**src/rtl/cpu_pkg.sv**
```systemverilog
`default_nettype none
// ============================================================================
//  Module      : cpu_pkg
//  Description : Shared constants and types for the CPU debug/readout logic.
//                Holds the register file geometry, the dump engine state
//                encoding and the layout of one streamed register beat.
//  Revision    : 1.0 - initial release
// ============================================================================
package cpu_pkg;

    localparam int DATA_WIDTH = 32;
    localparam int ADDR_WIDTH = 5;

    typedef enum logic [1:0] {
        IDLE   = 2'd0,
        RUN    = 2'd1,
        FINISH = 2'd2
    } rdr_state_t;

    // One streamed register: value, its index, and end-of-range marker.
    typedef struct packed {
        logic [DATA_WIDTH-1:0] data;
        logic [ADDR_WIDTH-1:0] idx;
        logic                  last;
    } beat_t;

    localparam int BEAT_WIDTH = $bits(beat_t);

endpackage
`default_nettype wire

```
**src/rtl/sync_fifo.sv**
```systemverilog
`default_nettype none
// ============================================================================
//  Module      : sync_fifo
//  Description : Single-clock FIFO with first-word-fall-through output.
//                A write while full is accepted only together with a read.
//  Ports       : clk, rst (sync, active-high)
//                wr_en/wr_data  - push side
//                rd_en/rd_data  - pop side, rd_data shows the head entry
//                full/empty/count - occupancy status
//  Revision    : 1.0 - initial release
// ============================================================================
module sync_fifo #(
    parameter int WIDTH = 8,
    parameter int DEPTH = 2
) (
    input  logic                       clk,
    input  logic                       rst,
    input  logic                       wr_en,
    input  logic [WIDTH-1:0]           wr_data,
    input  logic                       rd_en,
    output logic [WIDTH-1:0]           rd_data,
    output logic                       full,
    output logic                       empty,
    output logic [$clog2(DEPTH+1)-1:0] count
);

    localparam int PTR_W = (DEPTH > 1) ? $clog2(DEPTH) : 1;
    localparam int CNT_W = $clog2(DEPTH+1);

    logic [WIDTH-1:0] mem_q [DEPTH];
    logic [WIDTH-1:0] mem_d [DEPTH];
    logic [PTR_W-1:0] wr_ptr_q, wr_ptr_d;
    logic [PTR_W-1:0] rd_ptr_q, rd_ptr_d;
    logic [CNT_W-1:0] count_q, count_d;
    logic             do_wr;
    logic             do_rd;

    assign full    = (count_q == CNT_W'(DEPTH));
    assign empty   = (count_q == '0);
    assign count   = count_q;
    assign rd_data = mem_q[rd_ptr_q];

    always_comb begin
        mem_d    = mem_q;
        wr_ptr_d = wr_ptr_q;
        rd_ptr_d = rd_ptr_q;
        count_d  = count_q;

        do_rd = rd_en && !empty;
        // When full, the slot being written is the one being read this cycle.
        do_wr = wr_en && (!full || do_rd);

        if (do_wr) begin
            mem_d[wr_ptr_q] = wr_data;
            wr_ptr_d = (wr_ptr_q == PTR_W'(DEPTH-1)) ? '0 : wr_ptr_q + PTR_W'(1);
        end
        if (do_rd) begin
            rd_ptr_d = (rd_ptr_q == PTR_W'(DEPTH-1)) ? '0 : rd_ptr_q + PTR_W'(1);
        end
        if (do_wr && !do_rd) begin
            count_d = count_q + CNT_W'(1);
        end else if (do_rd && !do_wr) begin
            count_d = count_q - CNT_W'(1);
        end
    end

    always_ff @(posedge clk) begin
        if (rst) begin
            for (int i = 0; i < DEPTH; i++) begin
                mem_q[i] <= '0;
            end
            wr_ptr_q <= '0;
            rd_ptr_q <= '0;
            count_q  <= '0;
        end else begin
            mem_q    <= mem_d;
            wr_ptr_q <= wr_ptr_d;
            rd_ptr_q <= rd_ptr_d;
            count_q  <= count_d;
        end
    end

endmodule
`default_nettype wire

```
**src/rtl/regfile_reader.sv**
```systemverilog
`default_nettype none
// ============================================================================
//  Module      : regfile_reader
//  Description : Walks register indices first..last through the register
//                file read port, absorbs the registered read latency and
//                streams each value out on a valid/ready interface.
//  Ports       : clk, rst (sync, active-high)
//                start/first/last   - dump command (sampled in IDLE only)
//                busy/done          - status, done is a one-cycle pulse
//                rf_addr/rf_data    - register file read port
//                out_valid/out_ready/out_data/out_idx/out_last - beat stream
//  Revision    : 1.0 - initial release
// ============================================================================
module regfile_reader
    import cpu_pkg::*;
#(
    parameter int DATA_WIDTH   = cpu_pkg::DATA_WIDTH,
    parameter int ADDR_WIDTH   = cpu_pkg::ADDR_WIDTH,
    parameter int READ_LATENCY = 1,
    parameter int FIFO_DEPTH   = 2
) (
    input  logic                  clk,
    input  logic                  rst,
    input  logic                  start,
    input  logic [ADDR_WIDTH-1:0] first,
    input  logic [ADDR_WIDTH-1:0] last,
    output logic                  busy,
    output logic                  done,
    output logic [ADDR_WIDTH-1:0] rf_addr,
    input  logic [DATA_WIDTH-1:0] rf_data,
    output logic                  out_valid,
    input  logic                  out_ready,
    output logic [DATA_WIDTH-1:0] out_data,
    output logic [ADDR_WIDTH-1:0] out_idx,
    output logic                  out_last
);

    localparam int BEAT_W = DATA_WIDTH + ADDR_WIDTH + 1;
    localparam int CNT_W  = $clog2(FIFO_DEPTH+1);
    localparam int IFL_W  = $clog2(READ_LATENCY+1);
    localparam int SUM_W  = $clog2(FIFO_DEPTH+READ_LATENCY+2);

    rdr_state_t            state_q, state_d;
    // One extra bit so that last = all-ones terminates instead of wrapping.
    logic [ADDR_WIDTH:0]   ptr_q, ptr_d;
    logic [ADDR_WIDTH-1:0] last_q, last_d;
    logic [ADDR_WIDTH-1:0] rf_addr_q, rf_addr_d;
    logic [READ_LATENCY-1:0] pipe_vld_q, pipe_vld_d;
    logic [ADDR_WIDTH-1:0] pipe_idx_q [READ_LATENCY];
    logic [ADDR_WIDTH-1:0] pipe_idx_d [READ_LATENCY];

    logic                  issue;
    logic [IFL_W-1:0]      inflight;
    logic [SUM_W-1:0]      credit_used;
    logic [SUM_W-1:0]      credit_limit;
    logic                  capture;
    logic [ADDR_WIDTH-1:0] cap_idx;
    logic                  pop;

    logic [BEAT_W-1:0]     fifo_wdata;
    logic [BEAT_W-1:0]     fifo_rdata;
    logic                  fifo_empty;
    logic                  fifo_full_unused;
    logic [CNT_W-1:0]      fifo_count;

    // Tag leaving the pipe lines up with the data the register file returns.
    assign capture    = pipe_vld_q[READ_LATENCY-1];
    assign cap_idx    = pipe_idx_q[READ_LATENCY-1];
    assign fifo_wdata = {rf_data, cap_idx, (cap_idx == last_q)};

    assign out_valid  = !fifo_empty;
    assign out_data   = fifo_rdata[BEAT_W-1 -: DATA_WIDTH];
    assign out_idx    = fifo_rdata[ADDR_WIDTH:1];
    assign out_last   = fifo_rdata[0];
    assign pop        = out_valid && out_ready;

    assign busy       = (state_q == RUN);
    assign done       = (state_q == FINISH);
    assign rf_addr    = rf_addr_d;

    sync_fifo #(
        .WIDTH (BEAT_W),
        .DEPTH (FIFO_DEPTH)
    ) u_fifo (
        .clk     (clk),
        .rst     (rst),
        .wr_en   (capture),
        .wr_data (fifo_wdata),
        .rd_en   (pop),
        .rd_data (fifo_rdata),
        .full    (fifo_full_unused),
        .empty   (fifo_empty),
        .count   (fifo_count)
    );

    always_comb begin
        state_d   = state_q;
        ptr_d     = ptr_q;
        last_d    = last_q;
        rf_addr_d = rf_addr_q;
        issue     = 1'b0;

        inflight = '0;
        for (int i = 0; i < READ_LATENCY; i++) begin
            inflight = inflight + IFL_W'(pipe_vld_q[i]);
        end
        // A beat leaving this cycle frees its slot in time for a new read,
        // which keeps the stream at one beat per cycle when never stalled.
        credit_used  = SUM_W'(fifo_count) + SUM_W'(inflight);
        credit_limit = SUM_W'(FIFO_DEPTH) + SUM_W'(pop);

        case (state_q)
            IDLE: begin
                if (start) begin
                    last_d  = last;
                    ptr_d   = {1'b0, first};
                    state_d = (first <= last) ? RUN : FINISH;
                end
            end
            RUN: begin
                if ((ptr_q <= {1'b0, last_q}) && (credit_used < credit_limit)) begin
                    issue     = 1'b1;
                    rf_addr_d = ptr_q[ADDR_WIDTH-1:0];
                    ptr_d     = ptr_q + (ADDR_WIDTH+1)'(1);
                end
                if (pop && out_last) begin
                    state_d = FINISH;
                end
            end
            FINISH: begin
                state_d = IDLE;
            end
            default: begin
                state_d = IDLE;
            end
        endcase

        pipe_vld_d    = '0;
        pipe_vld_d[0] = issue;
        pipe_idx_d[0] = ptr_q[ADDR_WIDTH-1:0];
        for (int i = 1; i < READ_LATENCY; i++) begin
            pipe_vld_d[i] = pipe_vld_q[i-1];
            pipe_idx_d[i] = pipe_idx_q[i-1];
        end
    end

    always_ff @(posedge clk) begin
        if (rst) begin
            state_q    <= IDLE;
            ptr_q      <= '0;
            last_q     <= '0;
            rf_addr_q  <= '0;
            pipe_vld_q <= '0;
            for (int i = 0; i < READ_LATENCY; i++) begin
                pipe_idx_q[i] <= '0;
            end
        end else begin
            state_q    <= state_d;
            ptr_q      <= ptr_d;
            last_q     <= last_d;
            rf_addr_q  <= rf_addr_d;
            pipe_vld_q <= pipe_vld_d;
            pipe_idx_q <= pipe_idx_d;
        end
    end

endmodule
`default_nettype wire
```
**config.mk**
```make
export PLATFORM = sky130hd
export DESIGN_NAME = regfile_reader
export DESIGN_NICKNAME = d
export VERILOG_FILES = /design/src/rtl/cpu_pkg.sv /design/src/rtl/sync_fifo.sv /design/src/rtl/regfile_reader.sv
export SDC_FILE = /design/constraint.sdc
export NUM_CORES = 1
export LEC_CHECK = 0
export BUFFER_PORTS_ARGS = -buffer_cell sky130_fd_sc_hd__buf_4
export CAP_MARGIN = 40
export CORE_MARGIN = 4
export CORE_UTILIZATION = 51
export CTS_CLUSTER_DIAMETER = 150
export DETAILED_ROUTE_END_ITERATION = 12
export HOLD_SLACK_MARGIN = 0.12
export PLACE_DENSITY = 0.84
export SLEW_MARGIN = 20
export SYNTH_ARGS = -nofsm -noshare
export SYNTH_HDL_FRONTEND = slang
export SYNTH_HIERARCHICAL = 1
export SYNTH_SLANG_ARGS = --single-unit
```
**constraint.sdc**
```tcl
create_clock -name clk -period 2.2 [get_ports clk]
set_input_delay 0.11 -clock clk [delete_from_list [all_inputs] [get_ports clk]]
set_output_delay 0.11 -clock clk [all_outputs]
set_load 0.1 [all_outputs]
```
Word-level counts from Yosys, hierarchy flattened
Cells that the tools add are included.

Bitwise gates (word level): 3. Reduce and logical (&&, ||, !) cells: 21. Multiplexer cells: 20. Equal/unequal tests: 7. Order comparisons: 6. Add/subtract/negate cells: 7.

Operator list (count): 38-bit 2-to-1 mux (4); 76-bit bitwise mux (1); 38-bit demux with 1-bit select (1); 6-bit 2-to-1 mux (2); 6-bit one-hot mux with 2 select lines (1); 2-bit 2-to-1 mux (5); 5-bit 2-to-1 mux (2); 1-bit logical AND (8); 6-bit by 1-bit adder with 6-bit output (second input constant) (1); 6-bit by 5-bit <= comparator with 1-bit output (1); 5-bit equality test (1); 5-bit <= comparator (1); 2-bit equality test (second input constant) (2); 2-bit >= comparator (second input constant) (2); 1-bit logical NOT (4); 2-bit logical NOT (2); 2-bit by 1-bit != test with 1-bit output (second input constant) (2); 1-bit inverter with 2-bit output (2); 2-bit one-hot mux with 2 select lines (1); 2-bit AND reduction (2); 2-bit nonzero test (2); 2-bit by 1-bit adder with 3-bit output (1); 2-bit by 1-bit adder with 3-bit output (first input constant) (1); 3-bit < comparator (1); 11 further kinds (14).

Register bits: 104. Word-level logic and storage cells: 75. Input port bits: 46. Output and inout bits: 46.

Logic depth before layout (Yosys ltp)
Depth after elaboration: 10. Gate-level depth with buffers: 9.

Cells and area by module
Netlist, hierarchy kept.

Modules (own cells, without submodules): sync_fifo (area an instance 3792.4 µm², sequential area each 1601.5 µm², cells an instance 400, instances 1); regfile_reader (area an instance 1466.4 µm², sequential area each 480.5 µm², cells an instance 164, instances 1).

Worst setup path before layout
Ideal clock, no wire load.

Path kind: flip-flop to output port. Start: reg u_fifo.count_q[0], in the netlist u_fifo/count[0]. End: out rf_addr[0]. Slack: -0.025 ns. Data required time: 2.090 ns. Stages on the path, launching flop included: 7. Buffers on the path: 1. Arrival time: 2.115 ns. Cell sequence: dfxtp_1 > ha_1 > or3b_1 > a211oi_2 > nor2b_2 > buf_6 > mux2_4.

Cells in the longest elaborated chain, start to end: 8.

Ends and longest elaborated chain: from (decl) (RTL line sync_fifo.sv:34) `logic [CNT_W-1:0] count_q, count_d;`; from (signal assigned) (RTL line sync_fifo.sv:79) `count_q <= count_d;`; 2-bit logical NOT (RTL line sync_fifo.sv:39) `assign empty = (count_q == '0);`; 1-bit logical NOT (RTL line regfile_reader.sv:71) `assign out_valid = !fifo_empty;`; 1-bit logical AND (RTL line regfile_reader.sv:75) `assign pop = out_valid && out_ready;`; 2-bit by 1-bit adder with 3-bit output (RTL line regfile_reader.sv:110) `credit_limit = SUM_W'(FIFO_DEPTH) + SUM_W'(pop);`; 3-bit < comparator (*) (RTL line regfile_reader.sv:121) `if ((ptr_q <= {1'b0, last_q}) && (credit_used < credit_limit)) begin`; 1-bit logical AND (*) (RTL line regfile_reader.sv:121); 5-bit 2-to-1 mux (*) (RTL line regfile_reader.sv:121); 5-bit 2-to-1 mux (*) (RTL line regfile_reader.sv:112) `case (state_q)`; to (decl) (RTL line regfile_reader.sv:29) `output logic [ADDR_WIDTH-1:0] rf_addr,`.

Every way passes the cells marked *; elsewhere a longest branch is shown, timed or not.

Worst setup path after layout
Start: reg pipe_vld_q, in the netlist capture. End: out rf_addr[0].

Cells in the longest elaborated chain, start to end: 5.

Ends and longest elaborated chain: from (decl) (RTL line regfile_reader.sv:48) `logic [READ_LATENCY-1:0] pipe_vld_q, pipe_vld_d;`; from (signal assigned) (RTL line regfile_reader.sv:162) `pipe_vld_q <= pipe_vld_d;`; 2-bit by 1-bit adder with 3-bit output (RTL line regfile_reader.sv:109) `credit_used = SUM_W'(fifo_count) + SUM_W'(inflight);`; 3-bit < comparator (RTL line regfile_reader.sv:121); 1-bit logical AND (RTL line regfile_reader.sv:121); 5-bit 2-to-1 mux (RTL line regfile_reader.sv:121); 5-bit 2-to-1 mux (RTL line regfile_reader.sv:112).

Every way passes these cells.

==> metrics <==
Post-Route WL 13500 um; final hold viol count 0; cts bufs inserted 9; Root Driver clkbuf_8; RSZ-0062 raised after global routing yes; H-tree Lvls 3; Area growth syn-to-layout 33.1%; Diodes inserted 0; area of placed instances 6200 um2; Final setup violation count 6; Post-Layout Cell Count 843; min Tclk post-route 2.53 ns; # port buffers 91; Critical Path Sink Type output pin; worst r2r dst rf_addr_q[1]; gp weighted congestion 0.894; RR Startpoint capture; Post-Syn Nets 623; DR DRC count 0; # fillers 725; clk_lat worst skew 0.36 ns; Max rail drop VDD 0.000423 V; Via Count 4470; relative slew slack 47.4%; critical path arrival 2.42 ns; detailed-router iteration count before antenna repair 4; FP Rows 36; Required @ worst endpoint 2.09 ns; Final Max Tran Viols 0; outcome finished, violations left; initial antenna violation count 0; Worst-path clk slew 0.11 ns; Max Root-Sink Buffers 2; Crit-path slowest cell dfxtp_2; Worst Setup Path Type reg -> out; die area 12000 um2; Max-Cap Viols 0; Hold Path Sink ptr_q[4]; Multi-input gate area 2980 um2; Detailed Place HPWL 8650 um; GRT overflow 0; flop2flop setup slack -0.04 ns; Critical Path Max Stage Delay 0.35 ns; violated checks setup timing; family with the most delay on the worst path simple AND/OR/NAND/NOR gates; R2R depth 8; Final #Nets 765; area of the core 9910 um2; Period Utilization, post-route 115%; gr usage total 22.6%; Yosys warning count 6; worst slew pin tran 0.783 ns; total power 5.02 mW; layout cell share with drive strength beyond 1 29.9%; Sink Count 104; CP max FO 7; Die Ht 109 um; I/O Pins 92; P_sw 1.77 mW; Setup TNS -1.67 ns; Reg power frac 40.9%; sequential cell area 2090 um2; CP Launch Type flop; clock share of power 24.9%; global-route wire length before repair 21800 um; Leak Pwr 3.12 nW; Starting Density 53.0%; crit-path cells ha_4 -> or3b_1 -> a211oi_2 -> nor2b_4 -> buf_12 -> mux2_4 -> buf_12; hold slack 0.197 ns; largest net degree at the start of global routing 77; internal power 3.25 mW; Mapped Area 5250 um2; most used cell, CP buf_12; CTS tree built; post-DR wirelength/cell 16.0 um; die width 109 um; Logic pwr share 34.2%; Avg Cell Area, Syn 9.33 um2; Final WS setup -0.330 ns; WHS Path Cells 5; clock skew 0.0164 ns; drt via density 5.30; Hold Path Class in -> reg; Net Sw Frac 35.2%; dpl cells 780; vias in the first global route 4592; antenna-violating nets left 0; f_max 0.395 GHz; cell count after synthesis 563; hold path startpoint first[4]; Layout Cell Area excl Fill 6990 um2; DRT iter0 DRCs 191; WP buf/inv 2; PwrDens 717 nW/um2
[power groups by stage]
stage / logic [mW] / clock network, mW / registers (mW)
finish: 1.71 / 1.25 / 2.05
CTS: 1.64 / 1.28 / 2.05
global route: 1.81 / 1.37 / 2.06
global placement: 1.48 / 0 / 2.08
floorplan: 1.07 / 0 / 2.09
detailed placement: 1.51 / 0 / 2.09
[cells in the final DEF, fill, tap and decap left out, types with 3 or more instances in the layout]
| cell type | instances |
|---|---|
| o2bb2ai_1 | 4 |
| xor2_1 | 5 |
| nor3_1 | 5 |
| inv_1 | 16 |
| o21ai_0 | 76 |
| dfxtp_2 | 4 |
| nor2_1 | 8 |
| nor2b_1 | 46 |
| mux2_4 | 5 |
| xnor2_1 | 4 |
| buf_12 | 8 |
| a21oi_1 | 13 |
| nand2_1 | 15 |
| mux2_2 | 39 |
| buf_4 | 120 |
| ha_1 | 12 |
| clkbuf_8 | 10 |
| o21ai_1 | 5 |
| dlygate4sd3_1 | 40 |
| dfxtp_1 | 100 |
| nand2b_1 | 87 |
| mux2i_1 | 43 |
| a221oi_1 | 3 |
| nand3_1 | 4 |
[state kept, by name, indices dropped and copies added, names as in the netlist]
| register | flops |
|---|---|
| cap_idx | 5 |
| last_q | 5 |
| ptr_q | 6 |
| capture | 1 |
| state_q | 2 |
| rf_addr_q | 5 |
| u_fifo/rd_ptr_q | 1 |
| u_fifo/count | 2 |
| u_fifo/mem_q | 76 |
| u_fifo/wr_ptr_q | 1 |
[what timing repair did]
action	CTS	global route
hold buffers	40	0
pin swaps	2	3
setup endpoints to repair	6	55
resized for setup	20	11
hold endpoints to repair	72	0
buffers inserted	4	3
cloned	0	0
[tightest hold or removal path: cells and delay by family]
kind                   cells  cell delay (ns)
muxes                      1             0.08
and+or+nand+nor            2             0.14
AOI/OAI and AO/OA          1             0.06
buffers and inverters      1             0.12
[final cells by class]
type	count	share of cell area (%)
Timing Repair Buffer	170	21.3
Sequential cell	104	29.8
Multi-Input combinational cell	403	42.6
Tap cell	133	2.38
Inverter	17	0.913
Clock buffer	10	1.97
Clock inverter	6	1.06
[how the worst max path moves through the flow]
stage	end	slack, ns	from	cells past startpoint
floorplan	rf_addr[0]	0.04	last_q[4]	8
global placement	rf_addr[0]	-0.04	capture	7
detailed placement	rf_addr[4]	-0.09	capture	7
CTS	rf_addr[4]	-0.33	capture	7
global route	rf_addr[1]	-0.41	last_q[4]	10
finish	rf_addr[0]	-0.33	capture	7
[per-stage QoR]
step,setup slack (ns),utilization (%)
6_report,-0.330,70.6
5_1_grt,-0.409,70.6
4_1_cts,-0.332,69.9
3_5_place_dp,-0.0910,62.6
3_3_place_gp,-0.0369,62.6
2_1_floorplan,0.0449,-
[routing by layer]
| metal | routed length (um) | global-route usage, % | vias up |
|---|---|---|---|
| met5 | 0 | 0 | - |
| met4 | 157 | 5.79 | 0 |
| met3 | 586 | 2.82 | 16 |
| met2 | 7080 | 41.9 | 107 |
| met1 | 5700 | 27.6 | 2142 |
| li1 | - | - | 2205 |
Note: power is estimated with default switching activity, not from simulation.
